--- src/rtl/flash_stream_pkg.sv ---
// Shared types and constants for the flash-to-UART burst streaming path.
package flash_stream_pkg;

  typedef enum logic [2:0] {
    ST_IDLE  = 3'd0,
    ST_ISSUE = 3'd1,
    ST_WAIT  = 3'd2,
    ST_DRAIN = 3'd3,
    ST_DONE  = 3'd4
  } state_e;

  localparam logic [23:0] FLASH_BASE = 24'h400000;
  // 72 MHz system clock divided down to 115200 baud.
  localparam int unsigned DIV = 625;

endpackage

--- src/rtl/byte_fifo.sv ---
// Synchronous byte FIFO with first-word-fall-through output; DEPTH must be a power of 2.
module byte_fifo #(
  parameter int DEPTH = 16
) (
  input  logic                   clk,
  input  logic                   rstn,
  input  logic                   push,
  input  logic [7:0]             din,
  input  logic                   pop,
  output logic [7:0]             dout,
  output logic [$clog2(DEPTH):0] count,
  output logic                   full,
  output logic                   empty
);
  localparam int AW = $clog2(DEPTH);
  localparam int CW = AW + 1;
  localparam logic [CW-1:0] DEPTH_C = CW'(DEPTH);

  logic [7:0]    mem_q [DEPTH];
  logic [AW-1:0] wr_ptr_q, wr_ptr_d;
  logic [AW-1:0] rd_ptr_q, rd_ptr_d;
  logic [CW-1:0] count_q, count_d;

  // Pointers wrap naturally because DEPTH is a power of 2.
  always_comb begin
    wr_ptr_d = wr_ptr_q + AW'(push);
    rd_ptr_d = rd_ptr_q + AW'(pop);
    count_d  = count_q + CW'(push) - CW'(pop);
  end

  always_ff @(posedge clk or negedge rstn) begin
    if (!rstn) begin
      wr_ptr_q <= '0;
      rd_ptr_q <= '0;
      count_q  <= '0;
    end else begin
      wr_ptr_q <= wr_ptr_d;
      rd_ptr_q <= rd_ptr_d;
      count_q  <= count_d;
    end
  end

  always_ff @(posedge clk) begin
    if (push) mem_q[wr_ptr_q] <= din;
  end

  assign dout  = mem_q[rd_ptr_q];
  assign count = count_q;
  assign full  = (count_q == DEPTH_C);
  assign empty = (count_q == '0);

endmodule

--- src/rtl/flash_burst_streamer.sv ---
// Burst engine: issues one flash byte read per address and streams the bytes to the UART,
// overlapping flash fetch with UART drain through a small FIFO.
module flash_burst_streamer
  import flash_stream_pkg::*;
#(
  parameter int FIFO_DEPTH = 16,
  parameter int LEN_W      = 16,
  parameter int ADDR_W     = 24
) (
  input  logic              clk,
  input  logic              rstn,
  input  logic              start,
  input  logic [ADDR_W-1:0] start_addr,
  input  logic [LEN_W-1:0]  length,
  output logic              busy,
  output logic              done,
  output logic              fl_read,
  output logic [ADDR_W-1:0] fl_addr,
  input  logic              fl_ready,
  input  logic [7:0]        fl_data,
  output logic              tx_write,
  output logic [7:0]        tx_data,
  input  logic              tx_ready,
  output logic [2:0]        dbg_state
);
  localparam int CW = $clog2(FIFO_DEPTH) + 1;
  localparam logic [CW-1:0] DEPTH_C = CW'(FIFO_DEPTH);

  state_e            state_q, state_d;
  logic [ADDR_W-1:0] addr_q, addr_d;
  logic [LEN_W-1:0]  remaining_q, remaining_d;
  logic              outstanding_q, outstanding_d;
  logic              fl_read_q, fl_read_d;
  logic              done_q, done_d;
  logic              tx_write_q, tx_write_d;
  logic [7:0]        tx_data_q, tx_data_d;

  logic              fifo_push, fifo_pop, fifo_full, fifo_empty;
  logic [7:0]        fifo_dout;
  logic [CW-1:0]     fifo_count;

  byte_fifo #(.DEPTH(FIFO_DEPTH)) u_fifo (
    .clk   (clk),
    .rstn  (rstn),
    .push  (fifo_push),
    .din   (fl_data),
    .pop   (fifo_pop),
    .dout  (fifo_dout),
    .count (fifo_count),
    .full  (fifo_full),
    .empty (fifo_empty)
  );

  // Handshakes: fl_read is a one-cycle request answered later by a one-cycle fl_ready;
  // tx_write is a one-cycle write issued only when tx_ready=1 and no write was issued last cycle.
  always_comb begin
    state_d       = state_q;
    addr_d        = addr_q;
    remaining_d   = remaining_q;
    outstanding_d = outstanding_q;
    fl_read_d     = 1'b0;
    done_d        = 1'b0;
    tx_write_d    = 1'b0;
    tx_data_d     = tx_data_q;
    fifo_push     = 1'b0;
    fifo_pop      = 1'b0;

    unique case (state_q)
      ST_IDLE: begin
        if (start) begin
          addr_d      = start_addr;
          remaining_d = length;
          state_d     = (length == '0) ? ST_DONE : ST_ISSUE;
        end
      end
      ST_ISSUE: begin
        // Reserve a slot for the read in flight so a returning byte always fits.
        if (((fifo_count + CW'(outstanding_q)) < DEPTH_C) && !fifo_full) begin
          fl_read_d     = 1'b1;
          outstanding_d = 1'b1;
          state_d       = ST_WAIT;
        end
      end
      ST_WAIT: begin
        if (fl_ready && outstanding_q) begin
          fifo_push     = 1'b1;
          outstanding_d = 1'b0;
          addr_d        = addr_q + ADDR_W'(1);
          remaining_d   = remaining_q - LEN_W'(1);
          state_d       = (remaining_q == LEN_W'(1)) ? ST_DRAIN : ST_ISSUE;
        end
      end
      ST_DRAIN: begin
        if (fifo_empty && tx_ready && !tx_write_q) state_d = ST_DONE;
      end
      ST_DONE: begin
        done_d  = 1'b1;
        state_d = ST_IDLE;
      end
      default: state_d = ST_IDLE;
    endcase

    if ((state_q != ST_IDLE) && !fifo_empty && tx_ready && !tx_write_q) begin
      fifo_pop   = 1'b1;
      tx_write_d = 1'b1;
      tx_data_d  = fifo_dout;
    end
  end

  always_ff @(posedge clk or negedge rstn) begin
    if (!rstn) begin
      state_q       <= ST_IDLE;
      addr_q        <= '0;
      remaining_q   <= '0;
      outstanding_q <= 1'b0;
      fl_read_q     <= 1'b0;
      done_q        <= 1'b0;
      tx_write_q    <= 1'b0;
      tx_data_q     <= '0;
    end else begin
      state_q       <= state_d;
      addr_q        <= addr_d;
      remaining_q   <= remaining_d;
      outstanding_q <= outstanding_d;
      fl_read_q     <= fl_read_d;
      done_q        <= done_d;
      tx_write_q    <= tx_write_d;
      tx_data_q     <= tx_data_d;
    end
  end

  assign busy      = (state_q == ST_ISSUE) || (state_q == ST_WAIT) || (state_q == ST_DRAIN);
  assign done      = done_q;
  assign fl_read   = fl_read_q;
  assign fl_addr   = addr_q;
  assign tx_write  = tx_write_q;
  assign tx_data   = tx_data_q;
  assign dbg_state = state_q;

endmodule

--- config.mk ---
export PLATFORM = sky130hd
export DESIGN_NAME = flash_burst_streamer
export DESIGN_NICKNAME = d
export VERILOG_FILES = /design/src/rtl/flash_stream_pkg.sv /design/src/rtl/byte_fifo.sv /design/src/rtl/flash_burst_streamer.sv
export SDC_FILE = /design/constraint.sdc
export NUM_CORES = 1
export LEC_CHECK = 0
export BUFFER_PORTS_ARGS = -buffer_cell sky130_fd_sc_hd__buf_2
export CAP_MARGIN = 5
export CORE_UTILIZATION = 66
export CTS_BUF_LIST = sky130_fd_sc_hd__clkbuf_8
export CTS_CLUSTER_DIAMETER = 100
export DETAILED_ROUTE_END_ITERATION = 7
export PLACE_DENSITY = 0.85
export RECOVER_POWER = 100
export SLEW_MARGIN = 30
export SYNTH_ARGS = -nofsm -noshare
export SYNTH_HDL_FRONTEND = slang
export SYNTH_SLANG_ARGS = --single-unit
--- constraint.sdc ---
create_clock -name clk -period 6.7 [get_ports clk]
set_input_delay 1.34 -clock clk [delete_from_list [all_inputs] [get_ports clk]]
set_output_delay 1.34 -clock clk [all_outputs]
set_load 0.01 [all_outputs]
**Yosys cells after proc, flatten, opt, wreduce, memory -nomap -nowiden**

Memory sizes are Yosys's and may differ from the RTL's. A register that Yosys moved wholly into a read port is not among the register bits.
Cells that the tools add are included.

- Add/sub/neg operators: 7
- Order comparisons: 1
- Eq/ne operators: 10
- Mux-type cells: 24
- Reduce and logical (&&, ||, !) cells: 22

Operators by type and width:

| kind | count |
|---|---|
| 2-to-1 mux 24 bit | 2 |
| one-hot mux 24 bit (2 select lines) | 1 |
| 2-to-1 mux 16 bit | 2 |
| one-hot mux 16 bit (2 select lines) | 1 |
| adder 24 x 1 -> 24 bit (second input constant) | 1 |
| equality test 16 x 1 -> 1 bit (second input constant) | 1 |
| zero test 16 bit | 1 |
| subtractor 16 x 1 -> 16 bit (second input constant) | 1 |
| 2-to-1 mux 3 bit | 5 |
| one-hot mux 3 bit (4 select lines) | 1 |
| adder 5 x 1 -> 5 bit | 2 |
| 2-to-1 mux 1 bit | 10 |
| adder 4 x 1 -> 4 bit | 2 |
| != test 2 bit (second input constant) | 4 |
| logical AND 1 bit | 7 |
| equality test 3 x 2 -> 1 bit (second input constant) | 2 |
| AND reduction 3 bit | 2 |
| equality test 5 bit (second input constant) | 1 |
| zero test 5 bit | 1 |
| < comparator 5 bit (second input constant) | 1 |
| subtractor 5 x 1 -> 5 bit | 1 |
| zero test 1 bit | 4 |
| AND reduction 4 bit | 1 |
| nonzero test 2 bit | 2 |
| 7 further kinds | 8 |

- Flip-flop bits (word level): 60
- Memory bits (writable): 128
- Output and inout port bits: 39
- Logic and storage cells: 75
- Memories: 1

Memories:

| memory | words | width | rd ports | clocked after memory_dff | wr ports | RTL line | RTL |
|---|---|---|---|---|---|---|---|
| u_fifo.mem_q | 16 | 8 | 1 | 1 | 1 | byte_fifo.sv:19 | `logic [7:0] mem_q [DEPTH];` |

**Longest topological paths before layout**

- Depth in word-level cells: 7
- Depth in mapped cells: 15
- Mapped depth without buffers: 14

**Modules after synthesis**

From an unflattened synthesis, not the netlist that was laid out.

- Cells, all modules: 650
- Area total of the unflattened synthesis: 9,021.2 µm²

By module, submodules not included:

| module | instances | cells an instance | area each (µm²) | sequential area each (µm²) |
|---|---|---|---|---|
| byte_fifo | 1 | 269 | 5,610.4 | 4,169.0 |
| flash_burst_streamer | 1 | 381 | 3,410.8 | 1,376.3 |

**Least setup slack after synthesis**

Ideal clock, no wire load.

- Path kind: input -> register
- From: input tx_ready
- To: register u_fifo.count_q[4] (netlist: u_fifo.count[4])
- Library setup time: 0.123 ns
- Arrival: 3.228 ns
- Data required time: 6.577 ns
- Slack: 3.349 ns
- Stages: 12
- Buffers on the path: 1
- Cell sequence: nor2b_1 > nand2_1 > clkbuf_1 > inv_1 > ha_1 > inv_1 > ha_1 > fa_1 > a21oi_1 > nor2_1 > nor2_1 > xnor2_1

- Word-level cells in the longest chain between the ends: 4

RTL lines:

| element | RTL line | RTL |
|---|---|---|
| start, declared | flash_burst_streamer.sv:23 | `input logic tx_ready,` |
| logical AND 1 bit (2 in a row) | flash_burst_streamer.sv:103 | `if ((state_q != ST_IDLE) && !fifo_empty && tx_ready && !tx_write_q) begin` |
| 2-to-1 mux 1 bit | flash_burst_streamer.sv:103 |  |
| via fifo_pop | flash_burst_streamer.sv:38 | `logic fifo_push, fifo_pop, fifo_full, fifo_empty;` |
| subtractor 5 x 1 -> 5 bit | byte_fifo.sv:28 | `count_d = count_q + CW'(push) - CW'(pop);` |
| via u_fifo.count_d[4] | byte_fifo.sv:22 | `logic [CW-1:0] count_q, count_d;` |
| end signal, assigned | byte_fifo.sv:39 | `count_q <= count_d;` |
| end, declared | byte_fifo.sv:22 |  |

The timed path passes the listed nets, and every way through them passes these cells.
A chain may end at the register's enable or synchronous reset.

**Final worst setup path**

- From: register state_q[1] (netlist: dbg_state[1])
- To: register addr_q[17] (netlist: fl_addr[17])

- Word-level cells in the longest chain between the ends: 3
- Elaborated cells between the ends (all ways): 7
- Those cells by class: eq/ne: 3; mux: 1; reduce/logical: 3

RTL lines:

| element | RTL line | RTL |
|---|---|---|
| start, declared | flash_burst_streamer.sv:29 | `state_e state_q, state_d;` |
| start signal, assigned | flash_burst_streamer.sv:121 | `state_q <= state_d;` |
| equality test 3 x 2 -> 1 bit or zero test 3 bit (tied branches) | flash_burst_streamer.sv:68 | `unique case (state_q)` |
| != test 2 bit (no source line) or nonzero test 2 bit (tied branches) | - |  |
| AND reduction 3 bit (no source line) | - |  |
| end signal, assigned | flash_burst_streamer.sv:122 | `addr_q <= addr_d;` |
| end, declared | flash_burst_streamer.sv:30 | `logic [ADDR_W-1:0] addr_q, addr_d;` |

Parallel ways exist; a longest one is shown, timed or not.

==> results.py <==
metrics = {
    "route": {
        "detail_route.wl_per_cell_um": 20.75,
        "drc_errors": 0,
        "postRouteAntennaNets": 0,
        "viasPerCell": 6.452,
        "first_pass_iters": 5,
        "wl_mm": 19.01,
        "drt_iter0_drc": 776,
        "vias": 5910,
    },
    "yosys": {
        "mappedNetlistNets": 723,
        "synth_mux_area_frac": 0.1019,
        "yosys_warnings": 0,
        "synthSimpleGateAreaFrac": 0.1094,
        "async_reset_ff_frac": 0.3469,
        "ys_ff_latch": 196,
        "syn_inst": 655,
        "syn_area_sq_um": 8741,
        "synth_flop_cell": "edfxtp_1",
        "synth_top_family_by_area": "simple AND/OR/NAND/NOR gates",
        "synth_edf_count": 128,
        "ys_seq_area_frac": 0.6344,
        "synth_compound_area_frac": 0.1006,
        "synth_cell_types": 52,
        "synth_adder_area_share": 0.02233,
        "synth_xor_xnor_area_share": 0.009018,
        "synth_area_per_cell_sq_um": 13.34,
    },
    "sta": {
        "fin_crit_ps": 4703,
        "fin_crit_sh": 0.7020,
        "finalHoldViolations": 0,
        "worst_slew_pin_slew_ps": 2277,
        "max_slew_margin": -0.5179,
        "rsz0062_at_grt": "false",
        "fmax_ghz": 0.2126,
        "hold_ws_ps": 490.1,
        "worst_clock_skew_ps": 12.63,
        "drv_slew": 103,
        "setup_tns_ps": 0,
        "finalSetupViolations": 0,
    },
    "critical_path": {
        "rrSetupSlack_ps": 2000,
        "crit_start": "dbg_state[1]$_DFFE_PN0P_",
        "cp_slowest_stage_delay_ps": 1620,
        "timing.rr.end": "fl_addr[17]$_DFFE_PN0P_",
        "worstSetupPathType": "reg2reg",
        "critPathLaunchType": "flop",
        "path_max_fanout": 55,
        "reg2regPathDepth": 6,
        "critical_path.slowest_cell": "clkbuf_1",
        "cp-end-kind": "flop",
        "crit_arrival_ps": 5030,
        "crit_end": "fl_addr[17]$_DFFE_PN0P_",
        "crit_chain": "clkbuf_1 -> and2_1 -> clkbuf_1 -> nand3_1 -> o22ai_1 -> a2bb2oi_1",
        "required_ps": 7030,
        "crit_top_cell": "clkbuf_1",
        "r2r-start": "dbg_state[1]$_DFFE_PN0P_",
    },
    "die": {
        "die_y_um": 117.1,
        "dieArea_sq_um": 13710,
        "core_sq_um": 12770,
        "die_w_um": 117.1,
        "io_pins": 92,
        "rows": 41,
        "start_util": 0.6843,
    },
    "layout": {
        "multi_input_area_sq_um": 3012,
        "final_cell_mix": "edfxtp_1 (128), dfrtp_1 (65), nand2_1 (51), clkbuf_1 (50), a21oi_1 (49)",
        "final_core_util": 0.7549,
        "finalNonFillerCells": 916,
        "antenna_cells": 0,
        "drive_above_1_share": 0.1653,
        "fill_cells": 792,
        "syn_to_final_growth_pct": 10.32,
        "final_nets": 799,
        "final_common_cell": "edfxtp_1",
        "seqCellArea_sq_um": 5552,
    },
    "run": {
        "maxCapViolCount": 2,
    },
    "cts": {
        "postCtsSetupBuffers": 0,
        "cts_max_level": 4,
        "cts_resized": 0,
        "insertion_delay_ps": 460,
        "numCtsBuffers": 17,
        "clockRootBuffer": "clkbuf_8",
        "postCtsHoldBufs": 0,
        "path_clk_slew_ps": 100,
        "cts_tree": "built",
        "cts.sinks": 196,
        "clock_path_buffers": 2,
    },
    "pwr": {
        "ir_drop_mv": 0.2104,
        "power_w": 0.003937,
        "p_per_area_nw_per_um2": 408.3,
        "p_leak_nw": 3.407,
    },
    "hold_path": {
        "hp-class": "reg2reg",
    },
    "global_route": {
        "grt_pass1_wl_mm": 29.15,
        "grt_pass1_vias": 5700,
        "grt_remaining_overflow": 0,
        "antenna_found_initial": 0,
        "grt_use_total": 0.2931,
        "grt_start_max_net_pins": 69,
    },
    "placed_design": {
        "gp_congestion": 0.8770,
        "io_buffers": 91,
        "dp_hpwl_mm": 12.77,
        "placed_cells_incl_taps": 884,
    },
    "run_status": {
        "violations": "capacitance limit, slew limit",
        "status": "finished, violations left",
    },
}
-- layout make-up --
type / count / area share
tap: 172 / 0.02232
sequential: 196 / 0.5757
timing repair buffer: 96 / 0.04412
clock buffer: 17 / 0.02426
inverter: 11 / 0.004282
multi-input combinational: 409 / 0.3123
clock inverter: 15 / 0.01700
-- sequential cells by signal (all words and copies together) (netlist names) --
name,cells
u_fifo.mem_q,128
fl_addr,24
remaining_q,16
tx_data,8
u_fifo.count,5
u_fifo.rd_ptr_q,4
u_fifo.wr_ptr_q,4
dbg_state,3
done,1
fl_read,1
outstanding_q,1
tx_write,1
-- cell families after synthesis --
family / count (synthesis)
adder cells (fa/ha/maj): 15
flip-flops: 196
multiplexers: 48
AND/OR/NAND/NOR: 192
buffers and inverters: 50
XOR/XNOR: 9
AO/OA/AOI/OAI: 145
-- worst max-delay path: cells and delay by family, from the launching register on --
| family | cells | cell delay (ps) |
|---|---|---|
| simple gates | 2 | 770 |
| compound gates | 2 | 420 |
| buf+inv | 2 | 2990 |
| flops | 1 | 360 |
-- per-layer routing --
metal	GRT usage	up-vias	share of wire
met2	0.4899	342	0.49
met4	0.1004	0	0.021
met3	0.06231	39	0.080
li1	-	2670	-
met5	0	-	0
met1	0.3874	2859	0.41
-- cell usage after synthesis, types with 5 or more instances --
| cell | n | area (sq um) |
|---|---|---|
| nand4_1 | 9 | 56.30 |
| nor2_1 | 48 | 180.2 |
| nor3_1 | 17 | 85.08 |
| clkbuf_1 | 29 | 108.9 |
| ha_1 | 14 | 175.2 |
| o22ai_1 | 16 | 100.1 |
| nand2_1 | 51 | 191.4 |
| a21oi_1 | 49 | 245.2 |
| mux2i_1 | 8 | 80.08 |
| o21a_1 | 6 | 45.04 |
| a2bb2oi_1 | 11 | 96.34 |
| nand3_1 | 23 | 115.1 |
| and3_1 | 6 | 37.54 |
| o21ai_0 | 37 | 185.2 |
| mux4_2 | 32 | 720.7 |
| a31oi_1 | 5 | 31.28 |
| inv_1 | 11 | 41.29 |
| or3_1 | 5 | 31.28 |
| edfxtp_1 | 128 | 3844 |
| xor2_1 | 5 | 43.79 |
| buf_2 | 6 | 30.03 |
| dfrtp_1 | 68 | 1702 |
| mux2_2 | 8 | 90.09 |
| nand2b_1 | 6 | 37.54 |
| nor4_1 | 6 | 37.54 |
-- where the power goes --
part,internal (W),switching [W]
clock,0.000365,0.000394
combinational,0.000603,0.000731
sequential,0.00149,0.000352
-- per-stage QoR --
step	worst slack (ps)	instance area (sq um)
floorplan	3349	8741
global placement	2698	9308
detailed placement	2594	9313
CTS	3082	9711
global route	1695	9643
finish	1997	9643
-- worst min-delay path by stage --
stage	slack [ps]	to	cells past startpoint	from
after floorplan	460	u_fifo.rd_ptr_q[0]$_DFF_PN0_	1	u_fifo.rd_ptr_q[0]$_DFF_PN0_
after CTS	490	tx_data[6]$_DFFE_PN0P_	2	tx_data[6]$_DFFE_PN0P_
after detailed placement	470	tx_data[6]$_DFFE_PN0P_	2	tx_data[6]$_DFFE_PN0P_
final	490	tx_data[5]$_DFFE_PN0P_	2	tx_data[5]$_DFFE_PN0P_
after global placement	460	tx_data[5]$_DFFE_PN0P_	2	tx_data[5]$_DFFE_PN0P_
after global routing	530	tx_data[5]$_DFFE_PN0P_	2	tx_data[5]$_DFFE_PN0P_
Note: power is estimated with default switching activity, not from simulation.
